## config.mk

```make
export PLATFORM = sky130hd
export DESIGN_NAME = highlight_threshold_ctrl
export DESIGN_NICKNAME = d
export VERILOG_FILES = /design/src/rtl/isp_blank_pkg.sv /design/src/rtl/hl_pixel_counter.sv /design/src/rtl/highlight_threshold_ctrl.sv
export SDC_FILE = /design/constraint.sdc
export NUM_CORES = 1
export LEC_CHECK = 0
export BUFFER_PORTS_ARGS = -buffer_cell sky130_fd_sc_hd__buf_4
export CORE_MARGIN = 2
export CORE_UTILIZATION = 50
export CTS_BUF_LIST = sky130_fd_sc_hd__clkbuf_2 sky130_fd_sc_hd__clkbuf_4 sky130_fd_sc_hd__clkbuf_8
export DETAILED_ROUTE_END_ITERATION = 10
export MAX_ROUTING_LAYER = met4
export PLACE_DENSITY = 0.72
export SETUP_SLACK_MARGIN = 0.3
export SYNTH_ARGS = -nofsm -noshare
export SYNTH_HDL_FRONTEND = slang
export SYNTH_HIERARCHICAL = 1
export SYNTH_SLANG_ARGS = --single-unit
export TNS_END_PERCENT = 50
```

## constraint.sdc

```tcl
create_clock -name clk -period 2.3 [get_ports clk]
set_clock_uncertainty 0.05 [all_clocks]
set_input_delay 0.46 -clock clk [delete_from_list [all_inputs] [get_ports clk]]
set_output_delay 0.46 -clock clk [all_outputs]
set_load 0.005 [all_outputs]
```

## src/rtl/isp_blank_pkg.sv

```systemverilog
// Shared encodings for the BLANK-stage highlight controller.
// Mode values, config register addresses and the frame FSM states.
package isp_blank_pkg;

    localparam logic [1:0] MODE_AUTO   = 2'd0;
    localparam logic [1:0] MODE_MANUAL = 2'd1;
    localparam logic [1:0] MODE_BYPASS = 2'd2;

    localparam logic [1:0] CFG_LO_TARGET  = 2'd0;
    localparam logic [1:0] CFG_HI_TARGET  = 2'd1;
    localparam logic [1:0] CFG_MANUAL_THR = 2'd2;
    localparam logic [1:0] CFG_MODE       = 2'd3;

    typedef enum logic [1:0] {
        ST_IDLE   = 2'd0,
        ST_COUNT  = 2'd1,
        ST_EVAL   = 2'd2,
        ST_UPDATE = 2'd3
    } blank_state_e;

endpackage

```

## src/rtl/hl_pixel_counter.sv

```systemverilog
// Counts href-qualified pixels with any component above the threshold; saturates.
// Latency: count reflects a pixel one clock after it is presented.
// Backpressure: none, the pixel stream is never stalled.
module hl_pixel_counter #(
    parameter int DATA_WIDTH = 8,
    parameter int CNT_WIDTH  = 22
) (
    input  logic                  clk,
    input  logic                  rst_n,
    input  logic                  clear,
    input  logic                  count_en,
    input  logic                  href,
    input  logic [DATA_WIDTH-1:0] red,
    input  logic [DATA_WIDTH-1:0] green,
    input  logic [DATA_WIDTH-1:0] blue,
    input  logic [DATA_WIDTH-1:0] threshold,
    output logic [CNT_WIDTH-1:0]  count
);

    logic hit;

    assign hit = (red > threshold) || (green > threshold) || (blue > threshold);

    always_ff @(posedge clk or negedge rst_n) begin
        if (!rst_n) begin
            count <= '0;
        end else if (clear) begin
            count <= '0;
        end else if (count_en && href && hit && (count != '1)) begin
            count <= count + 1'b1;
        end
    end

endmodule

```

## src/rtl/highlight_threshold_ctrl.sv

```systemverilog
// Per-frame highlight counter that adapts the suppressor threshold in the inter-frame gap.
// Latency: outputs update two clocks after the frame-end edge (E+2), with a one-cycle valid pulse.
// Backpressure: cfg_ready drops during EVAL/UPDATE; writes stall and land once back in IDLE.
module highlight_threshold_ctrl
    import isp_blank_pkg::*;
#(
    parameter int DATA_WIDTH = 8,
    parameter int CNT_WIDTH  = 22,
    parameter int THR_INIT   = 200,
    parameter int THR_MIN    = 160,
    parameter int THR_MAX    = 250,
    parameter int THR_STEP   = 2
) (
    input  logic                  clk,
    input  logic                  rst_n,
    input  logic                  per_frame_vsync,
    input  logic                  per_frame_href,
    input  logic [DATA_WIDTH-1:0] per_img_red,
    input  logic [DATA_WIDTH-1:0] per_img_green,
    input  logic [DATA_WIDTH-1:0] per_img_blue,
    input  logic                  cfg_valid,
    output logic                  cfg_ready,
    input  logic [1:0]            cfg_addr,
    input  logic [CNT_WIDTH-1:0]  cfg_wdata,
    output logic [DATA_WIDTH-1:0] threshold,
    output logic                  filter_en,
    output logic [CNT_WIDTH-1:0]  hl_count,
    output logic                  hl_count_valid
);

    localparam int WIDE = (CNT_WIDTH > DATA_WIDTH) ? CNT_WIDTH : DATA_WIDTH;
    localparam logic [DATA_WIDTH:0] STEP_W   = (DATA_WIDTH+1)'(THR_STEP);
    localparam logic [DATA_WIDTH:0] MAX_W    = (DATA_WIDTH+1)'(THR_MAX);
    localparam logic [DATA_WIDTH:0] MIN_W    = (DATA_WIDTH+1)'(THR_MIN);
    localparam logic [DATA_WIDTH:0] MIN_PLUS = MIN_W + STEP_W;

    blank_state_e          state;
    logic                  vsync_d;
    logic                  seen_low;
    logic                  rise;
    logic                  fall;
    logic [CNT_WIDTH-1:0]  pix_count;
    logic [CNT_WIDTH-1:0]  frame_cnt;
    logic [DATA_WIDTH-1:0] thr_next;
    logic [DATA_WIDTH-1:0] thr_calc;
    logic [DATA_WIDTH:0]   thr_ext;
    logic [DATA_WIDTH:0]   thr_up;
    logic [DATA_WIDTH:0]   thr_dn;
    logic [CNT_WIDTH-1:0]  lo_target;
    logic [CNT_WIDTH-1:0]  hi_target;
    logic [DATA_WIDTH-1:0] manual_thr;
    logic [1:0]            mode;
    logic [WIDE-1:0]       wdata_ext;

    // A frame already in progress when reset releases would otherwise look like
    // a rise, so rise is only honoured once vsync has been observed low.
    assign rise = per_frame_vsync & ~vsync_d & seen_low;
    assign fall = ~per_frame_vsync & vsync_d;

    assign cfg_ready = (state == ST_IDLE) || (state == ST_COUNT);
    assign wdata_ext = WIDE'(cfg_wdata);

    hl_pixel_counter #(
        .DATA_WIDTH (DATA_WIDTH),
        .CNT_WIDTH  (CNT_WIDTH)
    ) u_counter (
        .clk       (clk),
        .rst_n     (rst_n),
        .clear     ((state == ST_IDLE) && rise),
        .count_en  (state == ST_COUNT),
        .href      (per_frame_href),
        .red       (per_img_red),
        .green     (per_img_green),
        .blue      (per_img_blue),
        .threshold (threshold),
        .count     (pix_count)
    );

    always_ff @(posedge clk or negedge rst_n) begin
        if (!rst_n) begin
            lo_target  <= '0;
            hi_target  <= '1;
            manual_thr <= DATA_WIDTH'(THR_INIT);
            mode       <= MODE_AUTO;
        end else if (cfg_valid && cfg_ready) begin
            case (cfg_addr)
                CFG_LO_TARGET:  lo_target  <= wdata_ext[CNT_WIDTH-1:0];
                CFG_HI_TARGET:  hi_target  <= wdata_ext[CNT_WIDTH-1:0];
                CFG_MANUAL_THR: manual_thr <= wdata_ext[DATA_WIDTH-1:0];
                default:        mode       <= wdata_ext[1:0];
            endcase
        end
    end

    // Widened arithmetic keeps step-up/step-down from wrapping before the clamp.
    always_comb begin
        thr_ext  = {1'b0, threshold};
        thr_up   = thr_ext + STEP_W;
        thr_dn   = thr_ext - STEP_W;
        thr_calc = threshold;
        case (mode)
            MODE_AUTO: begin
                if (frame_cnt > hi_target) begin
                    thr_calc = (thr_up > MAX_W) ? MAX_W[DATA_WIDTH-1:0] : thr_up[DATA_WIDTH-1:0];
                end else if (frame_cnt < lo_target) begin
                    thr_calc = (thr_ext < MIN_PLUS) ? MIN_W[DATA_WIDTH-1:0] : thr_dn[DATA_WIDTH-1:0];
                end
            end
            MODE_MANUAL: thr_calc = manual_thr;
            default:     thr_calc = threshold;
        endcase
    end

    always_ff @(posedge clk or negedge rst_n) begin
        if (!rst_n) begin
            state          <= ST_IDLE;
            vsync_d        <= 1'b0;
            seen_low       <= 1'b0;
            frame_cnt      <= '0;
            thr_next       <= DATA_WIDTH'(THR_INIT);
            threshold      <= DATA_WIDTH'(THR_INIT);
            filter_en      <= 1'b1;
            hl_count       <= '0;
            hl_count_valid <= 1'b0;
        end else begin
            vsync_d        <= per_frame_vsync;
            hl_count_valid <= 1'b0;
            if (!per_frame_vsync) begin
                seen_low <= 1'b1;
            end
            case (state)
                ST_IDLE: begin
                    if (rise) begin
                        state <= ST_COUNT;
                    end
                end
                ST_COUNT: begin
                    if (fall) begin
                        frame_cnt <= pix_count;
                        state     <= ST_EVAL;
                    end
                end
                ST_EVAL: begin
                    thr_next <= thr_calc;
                    state    <= ST_UPDATE;
                end
                ST_UPDATE: begin
                    threshold      <= thr_next;
                    filter_en      <= (mode < MODE_BYPASS);
                    hl_count       <= frame_cnt;
                    hl_count_valid <= 1'b1;
                    state          <= ST_IDLE;
                end
                default: state <= ST_IDLE;
            endcase
        end
    end

endmodule

```

==> impl_metrics.yaml <==
clock_tree:
  numCtsBuffers: 17
  cts.sinks: 142
  cts_tree: "yes"
  htree_levels: 4
  clk_pin_slew_ns: 0.09
  clk_path_buf_depth: 2
  cts_root_buf: "clkbuf_8"
  clock_latency_ns: 0.46
power:
  p_switching_mw: 5.29
  leakage_nw: 5.01
  power.share.sequential_pct: 31.2
  swShare_pct: 39.9
  clock_power_share_pct: 15.6
  power.density_nw_per_um2: 1190
  vdd_ir_drop_max_mv: 0.509
  internal_power_mw: 7.98
  total_power_mw: 13.3
  power_frac_comb_pct: 53.3
sta:
  timing.final.ws_setup_ns: -0.343
  finalSetupViolCount: 28
  period_share_pct: 115
  finalHoldViolCount: 0
  report.final.slew_viol_count: 0
  period_needed_ns: 2.64
  fmax_mhz: 378
  hold_ws_ns: 0.0968
  slew_headroom_pct: 58.7
  fin_tns_setup_ns: -3.69
  rsz0062_at_grt: "yes"
  worstMarginPinSlew_ns: 0.615
die:
  initial_core_util_pct: 51.2
  die_area_sq_um: 17400
  io_pins: 86
  core.rowCount: 46
  fp.dieH_microns: 132
  die_x_microns: 132
  coreArea_sq_um: 15900
yosys:
  synth.most_common_cell: "dfrtp_1"
  ys_seq_area_share_pct: 44.1
  synth_cells: 809
  yosysWarnings: 6
  ys_types: 76
  synth_nets: 937
  ys_async_sr_fraction_pct: 100
  ys.flop_type: "dfrtp_1"
  synth_area_leaders: "dfrtp_1, ha_1, dfstp_2"
  syn_area_sq_um: 8160
  ys_top_cells_by_count: "dfrtp_1, nand2_1, ha_1, inv_1, o21ai_0"
  yosysTopAreaCell: "dfrtp_1"
  syn_area_per_cell_sq_um: 10.1
  synth_top_cell_area_share_pct: 33.7
  synth_edf_count: 0
  ys_seq_elements: 142
setup_path:
  path_class: "reg -> reg"
  r2r_setup_slack_ns: -0.34
  reg2reg_to: "thr_next[6]$_DFFE_PN1P_"
  critical_path_arrival_ns: 2.98
  cp-end-kind: "flop"
  path_max_fanout: 6
  cp-start-kind: "flop"
  timing.rr.start: "hi_target[21]$_DFFE_PN1P_"
  reg2reg_depth: 11
  crit_required_ns: 2.64
min_path:
  hold_end: "vsync_d$_DFF_PN0_"
  min_path_cells: 1
  worstHoldStart: "per_frame_vsync"
  hp-class: "in -> reg"
detailed_routing:
  wl_per_cell_microns: 18.5
  drt_iter0_drc: 522
  ant_nets: 0
  drt-pass1-iter-count: 6
  drcViolationCount: 0
  routed_wl_mm: 22.8
  vias_per_cell: 5.59
  via_count: 6891
placement:
  dpl.hpwl_mm: 15.2
  port_buffers: 85
  gp_congestion: 0.955
  placed_area_sq_um: 9740
global_route:
  grt_pass1_vias: 6972
  antenna_found_initial: 0
  track_usage_pct: 26.6
  grt_overflow: 0
  grt_pass1_wl_mm: 35.6
  grt_max_degree: 49
final_layout:
  fin_nets: 1132
  area_delta_synth_final_pct: 36.3
  drive_above_1_share_pct: 45.3
  diodes: 0
  final_cell_area_sq_um: 11100
status:
  violations: "setup timing"
  status: "complete, but fails checks"
flow_run:
  maxCapViolCount: 0
-- power groups by stage --
| stage | Clock (mW) | Combinational [mW] | Sequential, mW |
|---|---|---|---|
| 2_1_floorplan | 0 | 3.73 | 3.97 |
| 3_3_place_gp | 0 | 5.58 | 4.08 |
| 3_5_place_dp | 0 | 5.71 | 4.11 |
| 4_1_cts | 2.09 | 6.46 | 4.09 |
| 5_1_grt | 2.21 | 7.75 | 4.23 |
| 6_report | 2.06 | 7.07 | 4.14 |
-- through the flow --
stage	util (%)	cells	setup slack (ns)
global route	69.7	1233	-0.492
global placement	61.1	1155	-0.255
finish	69.7	1233	-0.343
CTS	67.5	1220	-0.194
floorplan	-	809	-0.0279
detailed placement	61.1	1155	-0.281
-- cells in the final DEF (no fill, tap or decap), types with 4 or more instances in the layout --
cell type,instances
buf_4,180
dfrtp_1,104
nand2_1,86
inv_1,63
mux2_2,62
o21ai_0,61
ha_1,45
a21oi_1,39
dfstp_2,32
ha_4,30
nor2_1,29
nand4_1,27
clkbuf_8,19
nand3_1,18
buf_6,17
a21oi_2,14
inv_2,9
a21o_1,8
o211ai_1,7
buf_12,7
nor3_1,6
o21ai_1,6
o21ai_2,6
dfrtp_2,6
nand2b_1,5
a31o_4,5
a31oi_1,4
and3_1,4
nor2b_1,4
-- worst max-delay path by stage --
stage | startpoint | endpoint | slack (ns) | cells after the start
final | hi_target[21]$_DFFE_PN1P_ | thr_next[6]$_DFFE_PN1P_ | -0.34 | 11
after global routing | hi_target[11]$_DFFE_PN1P_ | thr_next[6]$_DFFE_PN1P_ | -0.49 | 11
after CTS | frame_cnt[19]$_DFFE_PN0P_ | thr_next[3]$_DFFE_PN1P_ | -0.19 | 9
after detailed placement | frame_cnt[19]$_DFFE_PN0P_ | thr_next[4]$_DFFE_PN0P_ | -0.28 | 8
after global placement | frame_cnt[19]$_DFFE_PN0P_ | thr_next[4]$_DFFE_PN0P_ | -0.26 | 8
after floorplan | threshold[7]$_DFFE_PN1P_ | u_counter/count[11]$_DFFE_PN0P_ | -0.03 | 8
-- registers in the layout (all words and copies together), names as in the netlist, 2 cells and up --
| register | count |
|---|---|
| mode | 2 |
| threshold | 8 |
| hl_count | 22 |
| u_counter/count | 22 |
| state | 2 |
| thr_next | 8 |
| hi_target | 22 |
| manual_thr | 8 |
| frame_cnt | 22 |
| lo_target | 22 |
-- critical path, cell delays in order, from the launching register on --
cell and delay (ns):
dfstp_2 0.52, inv_1 0.06, ha_4 0.27, nand4_1 0.21, buf_4 0.23, nor3_4 0.17
a221oi_2 0.09, o211ai_1 0.21, buf_4 0.24, a41oi_2 0.11, o31a_1 0.28, a31oi_1 0.14
-- cell type report --
type / instances / area, sq um
multi-input combinational: 562 / 4840
fill: 1139 / 4820
sequential: 142 / 3600
timing repair buffer: 206 / 1720
inverter: 75 / 289
tap: 216 / 270
clock buffer: 20 / 269
clock inverter: 12 / 134
-- timing repair --
| action | 4_1_cts | 5_1_grt |
|---|---|---|
| gates resized for setup | 72 | 45 |
| hold buffers | 1 | 0 |
| gates cloned | 1 | 1 |
| setup buffers | 31 | 12 |
| endpoints found under the setup margin | 83 | 70 |
| hold endpoints to repair | 35 | 0 |
| pin swaps | 42 | 41 |
-- logic make-up after synthesis --
group,after synthesis,synth area share (%)
AND/OR/NAND/NOR,219,13.8
AO/OA/AOI/OAI,195,15.3
flip-flops,142,44.1
buffers and inverters,105,5.41
adder cells (fa/ha/maj),75,11.5
multiplexers,67,9.22
XOR/XNOR,6,0.644
-- routing by layer --
layer | track usage (%) | part of all wire (%) | up-vias
met5 | - | 0 | -
met3 | 5.09 | 5.2 | 41
li1 | - | - | 3278
met1 | 36.0 | 44 | 3361
met4 | 8.70 | 2.0 | 0
met2 | 40.6 | 48 | 211
(Power assumes the default switching activity.)
